File: config.mk
export PLATFORM = sky130hd
export DESIGN_NAME = apb_wait_mem_slave
export DESIGN_NICKNAME = d
export VERILOG_FILES = /design/src/rtl/apb_pkg.sv /design/src/rtl/apb_byte_mem.sv /design/src/rtl/apb_wait_mem_slave.sv
export SDC_FILE = /design/constraint.sdc
export NUM_CORES = 2
export LEC_CHECK = 0
export BUFFER_PORTS_ARGS = -buffer_cell sky130_fd_sc_hd__buf_4
export CORE_MARGIN = 5
export CORE_UTILIZATION = 55
export DETAILED_ROUTE_END_ITERATION = 7
export GPL_ROUTABILITY_DRIVEN = 0
export PLACE_DENSITY = 0.71
export SYNTH_ARGS = -nofsm -noshare
export SYNTH_HDL_FRONTEND = slang
export SYNTH_SLANG_ARGS = --single-unit
File: constraint.sdc
create_clock -name P_clk -period 2.8 [get_ports P_clk]
set_input_delay 0.28 -clock P_clk [delete_from_list [all_inputs] [get_ports P_clk]]
set_output_delay 0.28 -clock P_clk [all_outputs]
set_load 0.02 [all_outputs]
File: src/rtl/apb_pkg.sv
// Shared APB definitions: FSM state encoding, response codes, wait counter
// width and a helper that sizes word-address buses from a memory depth.
package apb_pkg;

  typedef enum logic [1:0] {
    IDLE = 2'd0,
    WAIT = 2'd1,
    RESP = 2'd2
  } apb_state_t;

  localparam logic APB_RESP_OKAY = 1'b0;
  localparam logic APB_RESP_ERR  = 1'b1;

  localparam int WAIT_CNT_W = 4;

  // Bits needed to index 'depth' words; never less than one.
  function automatic int addr_bits(input int depth);
    return (depth > 1) ? $clog2(depth) : 1;
  endfunction

endpackage

File: src/rtl/apb_byte_mem.sv
// Byte-enabled word RAM: synchronous write with per-byte enables,
// combinational read so the caller can register the data on the access edge.
module apb_byte_mem
  import apb_pkg::*;
#(
  parameter int DATA_width = 32,
  parameter int MEM_depth  = 64
) (
  input  logic                            clk,
  input  logic                            we,
  input  logic [DATA_width/8-1:0]         be,
  input  logic [addr_bits(MEM_depth)-1:0] addr,
  input  logic [DATA_width-1:0]           wdata,
  output logic [DATA_width-1:0]           rdata
);

  localparam int NB = DATA_width / 8;

  logic [DATA_width-1:0] mem [MEM_depth];

  // Byte-granular write: only lanes with their enable set are updated.
  // NOTE: the array has no reset; clearing a RAM needs a per-word sequencer
  // and blocks mapping onto memory macros, so contents start undefined.
  always_ff @(posedge clk) begin
    if (we) begin
      for (int i = 0; i < NB; i++) begin
        if (be[i]) begin
          mem[addr][i*8 +: 8] <= wdata[i*8 +: 8];
        end
      end
    end
  end

  assign rdata = mem[addr];

endmodule

File: src/rtl/apb_wait_mem_slave.sv
// APB4 memory slave with configurable width/depth, byte strobes,
// programmable wait states and SLVERR on out-of-range word addresses.
module apb_wait_mem_slave
  import apb_pkg::*;
#(
  parameter int ADDR_width  = 8,
  parameter int DATA_width  = 32,
  parameter int MEM_depth   = 64,
  parameter int WAIT_states = 0
) (
  input  logic                    P_clk,
  input  logic                    P_reset_n,
  input  logic                    P_sel,
  input  logic                    P_enable,
  input  logic                    P_write,
  input  logic [ADDR_width-1:0]   P_addr,
  input  logic [DATA_width-1:0]   P_wdata,
  input  logic [DATA_width/8-1:0] P_strb,
  output logic [DATA_width-1:0]   P_rdata,
  output logic                    P_ready,
  output logic                    P_slverr
);

  localparam int MEM_AW = addr_bits(MEM_depth);
  localparam logic [ADDR_width:0] DEPTH_L = (ADDR_width+1)'(MEM_depth);

  // Reject unusable parameter combinations while elaborating.
  if ((DATA_width % 8) != 0 || DATA_width < 8 || ADDR_width < 1 ||
      MEM_depth < 1 || 64'(MEM_depth) > (64'd1 << ADDR_width) ||
      WAIT_states < 0 || WAIT_states > 15) begin : g_param_check
    $error("apb_wait_mem_slave: illegal parameter combination");
  end

  apb_state_t            state_q, state_d;
  logic [WAIT_CNT_W-1:0] cnt_q, cnt_d;
  logic                  ready_q, ready_d;
  logic                  slverr_q, slverr_d;
  logic [DATA_width-1:0] rdata_q, rdata_d;

  logic                  do_access;
  logic                  in_range;
  logic                  mem_we;
  logic [MEM_AW-1:0]     mem_addr;
  logic [DATA_width-1:0] mem_rdata;

  assign in_range = ({1'b0, P_addr} < DEPTH_L);
  assign mem_addr = P_addr[MEM_AW-1:0];
  assign mem_we   = do_access && P_write && in_range;

  apb_byte_mem #(
    .DATA_width(DATA_width),
    .MEM_depth (MEM_depth)
  ) u_mem (
    .clk  (P_clk),
    .we   (mem_we),
    .be   (P_strb),
    .addr (mem_addr),
    .wdata(P_wdata),
    .rdata(mem_rdata)
  );

  // State, wait counter and registered bus outputs.
  // NOTE: clocked state uses <= so every register samples pre-edge values;
  // blocking = here would make results depend on statement order.
  always_ff @(posedge P_clk or negedge P_reset_n) begin
    if (!P_reset_n) begin
      state_q  <= IDLE;
      cnt_q    <= '0;
      ready_q  <= 1'b0;
      slverr_q <= APB_RESP_OKAY;
      rdata_q  <= '0;
    end else begin
      state_q  <= state_d;
      cnt_q    <= cnt_d;
      ready_q  <= ready_d;
      slverr_q <= slverr_d;
      rdata_q  <= rdata_d;
    end
  end

  // Next-state, wait counting and access/response decode.
  // NOTE: every signal gets a default first so no path leaves one unassigned,
  // which would otherwise infer a latch.
  always_comb begin
    state_d   = state_q;
    cnt_d     = cnt_q;
    ready_d   = 1'b0;
    slverr_d  = APB_RESP_OKAY;
    rdata_d   = rdata_q;
    do_access = 1'b0;

    case (state_q)
      IDLE: begin
        if (P_sel && P_enable) begin
          if (WAIT_states == 0) begin
            do_access = 1'b1;
          end else begin
            cnt_d   = WAIT_CNT_W'(WAIT_states - 1);
            state_d = WAIT;
          end
        end
      end
      WAIT: begin
        if (!P_sel) begin
          state_d = IDLE;
        end else if (cnt_q == '0) begin
          do_access = 1'b1;
        end else begin
          cnt_d = cnt_q - WAIT_CNT_W'(1);
        end
      end
      RESP: begin
        state_d = IDLE;
      end
      default: begin
        state_d = IDLE;
      end
    endcase

    if (do_access) begin
      state_d  = RESP;
      ready_d  = 1'b1;
      slverr_d = in_range ? APB_RESP_OKAY : APB_RESP_ERR;
      if (!P_write) begin
        rdata_d = in_range ? mem_rdata : '0;
      end
    end
  end

  assign P_ready  = ready_q;
  assign P_slverr = slverr_q;
  assign P_rdata  = rdata_q;

endmodule

======== After elaboration in Yosys (flattened, before gate mapping) ========
Memories as Yosys holds them, arrays and structs flattened.
Cells that the tools add are included.
storage, ports and cells
  register bits ........................... 40
  memory bits (writable) .................. 2048
  input port bits ......................... 49
  output and inout port bits .............. 34
  logic and storage cells ................. 44
  memories kept ........................... 1
operators by class
  $add $sub $neg .......................... 1
  magnitude comparators ................... 1
  eq/ne operators ......................... 3
  mux-type cells .......................... 23
  bitwise operators ....................... 2
  reduce and logical (&&, ||, !) cells .... 8
memories
  memory     depth  bits a word  read ports  clocked after memory_dff  write ports  RTL line            RTL
  u_mem.mem  64     32           1           0                         1            apb_byte_mem.sv:19  logic [DATA_width-1:0] mem [MEM_depth];
operator list
  kind                                                 count
  2-to-1 mux 32 bit                                    1
  2-to-1 mux 1 bit                                     18
  < comparator 8 x 7 -> 1 bit, second input constant   1
  zero test 4 bit                                      1
  2-to-1 mux 2 bit                                     2
  one-hot mux 2 bit (2 select lines)                   1
  AND reduction 2 bit                                  2
  subtractor 4 x 1 -> 4 bit, second input constant     1
  logical AND 1 bit                                    3
  != test 3 bit, second input constant                 1
  AND reduction 3 bit                                  1
  equality test 2 x 1 -> 1 bit, second input constant  1
  zero test 2 bit                                      1
  != test 2 bit, second input constant                 1
  NOT 1 bit                                            2
  one-hot mux 1 bit (2 select lines)                   1

======== Logic depth before layout (Yosys ltp) ========
  depth after elaboration ................. 8
  gate-level depth with buffers ........... 11
  gate-level depth less buffers ........... 6

======== Hierarchy ========
A second synthesis with hierarchy kept.
unflattened totals
  cell total of the unflattened synthesis .. 4731
  area total of the unflattened synthesis .. 80153.1 µm²
modules (own cells, without submodules)
  module              times used  cells each  area each (µm²)  sequential area each (µm²)
  apb_byte_mem        1           4614        78407.7          61499.0
  apb_wait_mem_slave  1           117         1745.4           875.8

======== Least setup slack after synthesis ========
OpenSTA, ideal clock, no wires.
  path type ............................... in2reg
  from .................................... input port P_addr[0]
  to ...................................... memory u_mem.mem[60][10], enable pin
  setup time .............................. 0.370 ns
  data arrival time ....................... 2.113 ns
  data required time ...................... 2.430 ns
  slack ................................... 0.317 ns
  cell stages on the path ................. 8
  buffers on the path ..................... 5
  cells stage by stage .................... buf_4 > buf_6 > buf_6 > buf_6 > buf_2 > nor3_1 > nand2_1 > nor2_1
between the ends
  word-level cells in the longest chain between the ends .. 4
ends and longest elaborated chain
  item                                    RTL line                  RTL
  start, declared                         apb_wait_mem_slave.sv:16  input logic [ADDR_width-1:0] P_addr,
  < comparator 8 x 7 -> 1 bit             apb_wait_mem_slave.sv:46  assign in_range = ({1'b0, P_addr} < DEPTH_L);
  logical AND 1 bit                       apb_wait_mem_slave.sv:48  assign mem_we = do_access && P_write && in_range;
  2-to-1 mux 1 bit                        apb_byte_mem.sv:25        if (we) begin
  2-to-1 mux 1 bit (not written as such)  apb_byte_mem.sv:28        mem[addr][i*8 +: 8] <= wdata[i*8 +: 8];
  end, declared                           apb_byte_mem.sv:19
Several ways; a longest one is shown, not always the timed one.

======== Worst setup path after layout ========
  from .................................... register state_q[1]
  to ...................................... memory u_mem.mem[43][31], enable pin
between the ends
  word-level cells in the longest chain between the ends .. 6
  elaborated cells between the ends (all ways) .. 7
  those cells by class .................... eq/ne (1); mux (3); reduce/logical (3)
ends and longest elaborated chain
  item                                                             RTL line                  RTL
  start, declared                                                  apb_wait_mem_slave.sv:34  apb_state_t state_q, state_d;
  start signal, assigned                                           apb_wait_mem_slave.sv:73  state_q <= state_d;
  equality test 2 x 1 -> 1 bit or zero test 2 bit (tied branches)  apb_wait_mem_slave.sv:92  case (state_q)
  one-hot mux 1 bit (2 select lines) (*)                           apb_wait_mem_slave.sv:92
  named net do_access                                              apb_wait_mem_slave.sv:40  logic do_access;
  logical AND 1 bit (*) (2 in a row)                               apb_wait_mem_slave.sv:48
  2-to-1 mux 1 bit (*)                                             apb_byte_mem.sv:25
  2-to-1 mux 1 bit (not written as such) (*)                       apb_byte_mem.sv:28
The timed path passes the listed nets; every way through them passes the cells marked *.

==> impl_metrics.env <==
export IMPL_status="finished with violations"
export IMPL_violations="DRC"
export IMPL_required_ps=3220
export IMPL_synth_cells=4316
export IMPL_ys_flop_type="edfxtp_1"
export IMPL_cp_max_fo=17
export IMPL_grt_max_degree=80
export IMPL_cts_buffer_depth=3
export IMPL_initial_utilization_pct=55.4
export IMPL_max_slew_margin_pct=31.4
export IMPL_wl_um=233000
export IMPL_finalHoldViolations=0
export IMPL_drt_iter0_markers=7610
export IMPL_vdd_ir_drop_max_v=0.000570
export IMPL_ys_warn_count=0
export IMPL_grt_use_total_pct=30.3
export IMPL_power_leakage_nw=29.4
export IMPL_drc=1
export IMPL_period_needed_ps=2760
export IMPL_die_w_um=391
export IMPL_synth_edf_count=2048
export IMPL_drt_wirelength_per_cell_um=34.1
export IMPL_syn_area_per_cell_um2=18.5
export IMPL_drive_above_1_share_pct=22.4
export IMPL_io_pins=83
export IMPL_fmax_mhz=363
export IMPL_design_area_um2=92100
export IMPL_clkSinkCount=2083
export IMPL_crit_chain="nand3b_1 > inv_1 > and3_1 > nand2_2 > nor2_1"
export IMPL_slowest_stage="nor2_1"
export IMPL_coreArea_um2=144000
export IMPL_cp_start_kind="register"
export IMPL_finalNetCount=4796
export IMPL_cp_end_kind="register"
export IMPL_via_per_inst=6.89
export IMPL_fin_worst_skew_ps=29.9
export IMPL_synth_seq_cells=2083
export IMPL_drtPass1Iterations=8
export IMPL_dieArea_um2=153000
export IMPL_max_stage_delay_ps=880
export IMPL_seq_area_frac_synth_pct=78.1
export IMPL_cts_max_level=4
export IMPL_antenna_found_initial=22
export IMPL_dpl_instance_area_um2=85700
export IMPL_yosysUniqueCellTypes=49
export IMPL_clock_latency_ps=820
export IMPL_synthArstFlopShare_pct=1.68
export IMPL_overflow=0
export IMPL_cts_tree="built"
export IMPL_grt_pass1_vias=45437
export IMPL_post_cts_buffers=0
export IMPL_root_buffer="clkbuf_16"
export IMPL_worst_slack_ps=44.1
export IMPL_die_h_um=391
export IMPL_crit_type="register to register"
export IMPL_routed_via_count=47066
export IMPL_syn_area_um2=79800
export IMPL_min_path_type="input pin to register"
export IMPL_hpwl_um=146000
export IMPL_worst_slew_pin_slew_ps=1030
export IMPL_regArea_um2=62400
export IMPL_min_period_over_period_pct=98.4
export IMPL_cp_arrival_ps=3180
export IMPL_io_buffers=82
export IMPL_cap_violations=0
export IMPL_rows=139
export IMPL_fillers=9501
export IMPL_ant_nets=0
export IMPL_setup_viol=0
export IMPL_syn2layout_area_growth_pct=15.4
export IMPL_multi_input_area_um2=16100
export IMPL_clkSlewWorstSetupHoldPaths_ps=60
export IMPL_rsz0062_at_grt="yes"
export IMPL_power_density_nw_per_um2=696
export IMPL_grt_pass1_wl_um=331000
export IMPL_syn_nets=4365
export IMPL_cts_buffers=197
export IMPL_slew_violations=0
export IMPL_rrSetupSlack_ps=40
export IMPL_dpl_worst_slack_ps=71.8
## critical path: cells and delay by family (launching register included)
kind          cells  cell delay, ps
simple gates      4            1890
flops             1             350
buf+inv           1             110
## flip-flops by register name, summed over array words and instances, names as in the netlist
| register | count |
|---|---|
| P_rdata | 32 |
| P_ready | 1 |
| P_slverr | 1 |
| state_q | 1 |
| u_mem.mem | 2048 |
## synth_stat cells (all sizes together), types with 24 or more instances
cell / count / area [um^2]
edfxtp: 2048 / 61500
nor2: 378 / 1420
a221oi: 297 / 2600
a22oi: 237 / 1780
mux4: 229 / 5160
clkbuf: 172 / 646
buf: 150 / 780
a21oi: 144 / 721
mux2i: 95 / 951
nand2: 93 / 349
o21ai: 90 / 450
o22ai: 56 / 350
dfrtp: 35 / 876
a31oi: 34 / 213
mux2: 34 / 383
nor3: 29 / 150
o21a: 28 / 210
a22o: 24 / 210
## what timing repair did
item                                   in CTS  in global routing
endpoints found under the hold margin      48                  0
gates resized for setup                     0                  1
hold buffers                                8                  0
setup endpoints to repair                   0                 24
## cell usage in the layout, fill, tap and decap left out, drive strengths merged, types with 3 or more instances in the layout
| cell type | netlist | routed |
|---|---|---|
| edfxtp | 2048 | 2048 |
| buf | 150 | 546 |
| nor2 | 378 | 378 |
| a221oi | 297 | 297 |
| clkbuf | 172 | 259 |
| a22oi | 237 | 237 |
| mux4 | 229 | 229 |
| a21oi | 144 | 144 |
| mux2i | 95 | 95 |
| nand2 | 93 | 93 |
| o21ai | 90 | 90 |
| clkinv | 0 | 76 |
| o22ai | 56 | 56 |
| dfrtp | 35 | 35 |
| mux2 | 34 | 34 |
| a31oi | 34 | 34 |
| nor3 | 29 | 29 |
| o21a | 28 | 28 |
| a22o | 24 | 24 |
| bufinv | 0 | 19 |
| and3 | 17 | 17 |
| a211oi | 17 | 17 |
| o221ai | 17 | 17 |
| diode | 0 | 16 |
| o22a | 16 | 16 |
| o2111a | 14 | 14 |
| inv | 4 | 10 |
| nand3 | 9 | 9 |
| dlygate4sd3 | 0 | 8 |
| nand2b | 7 | 7 |
| nor2b | 6 | 6 |
| o32ai | 5 | 5 |
| and2 | 5 | 5 |
| or2 | 3 | 3 |
| o211ai | 3 | 3 |
| nor3b | 3 | 3 |
## logic make-up after synthesis
kind of cell           after synthesis  share of synthesized area (%)
multiplexers                       358                           8.13
flip-flops                        2083                           78.1
AND/OR/NAND/NOR                    559                           2.87
AO/OA/AOI/OAI                      990                           9.07
buffers and inverters              326                           1.80
## power breakdown
group | leakage, nW | switching [W] | total, W | internal [W]
clock network | 3.08 | 0.0112 | 0.0262 | 0.0150
logic | 7.42 | 0.00231 | 0.00348 | 0.00116
registers | 18.9 | 0.000141 | 0.0344 | 0.0343
## path summary, 6_finish.rpt
check / cells after the start / endpoint / start
max: 5 / u_mem.mem[43][31] / state_q[1]
min: 1 / u_mem.mem[7][19] / P_wdata[19]
max reg2reg: 5 / u_mem.mem[43][31] / state_q[1]
min reg2reg: 2 / P_rdata[3] / P_rdata[3]
max in group asynchronous: 2 / P_rdata[31] / P_reset_n
min in group asynchronous: 2 / P_rdata[12] / P_reset_n
## area by class of cell
| cell class | count | share of cell area [%] |
|---|---|---|
| diodes | 16 | 0.0434 |
| well taps | 1903 | 2.58 |
| multi-input cells | 1907 | 17.5 |
| clock inverters | 103 | 1.10 |
| repair buffers | 554 | 5.29 |
| inverters | 4 | 0.0190 |
| clock buffers | 259 | 5.76 |
| flip-flops and latches | 2083 | 67.7 |
## layer usage
layer / vias to the layer above / global-route usage (%) / routed length [um]
met1: 23788 / 40.8 / 82200
li1: 18789 / - / -
met2: 3763 / 45.5 / 106000
met4: 24 / 14.8 / 12600
met3: 702 / 9.70 / 31600
met5: - / 0.564 / 270
## metrics by stage
stage          TNS [ps]  hold slack [ps]  util, %  cells  power [W]
3_5_place_dp          0              396     59.5   6443     0.0385
5_1_grt            -827             23.3     64.0   6815     0.0659
6_report              0             14.9     64.0   6829     0.0641
3_3_place_gp          0              386     59.5   6443     0.0384
4_1_cts               0            0.726     64.0   6813     0.0643
2_1_floorplan         0            -15.6        -   4316     0.0367
(Power assumes the default switching activity.)
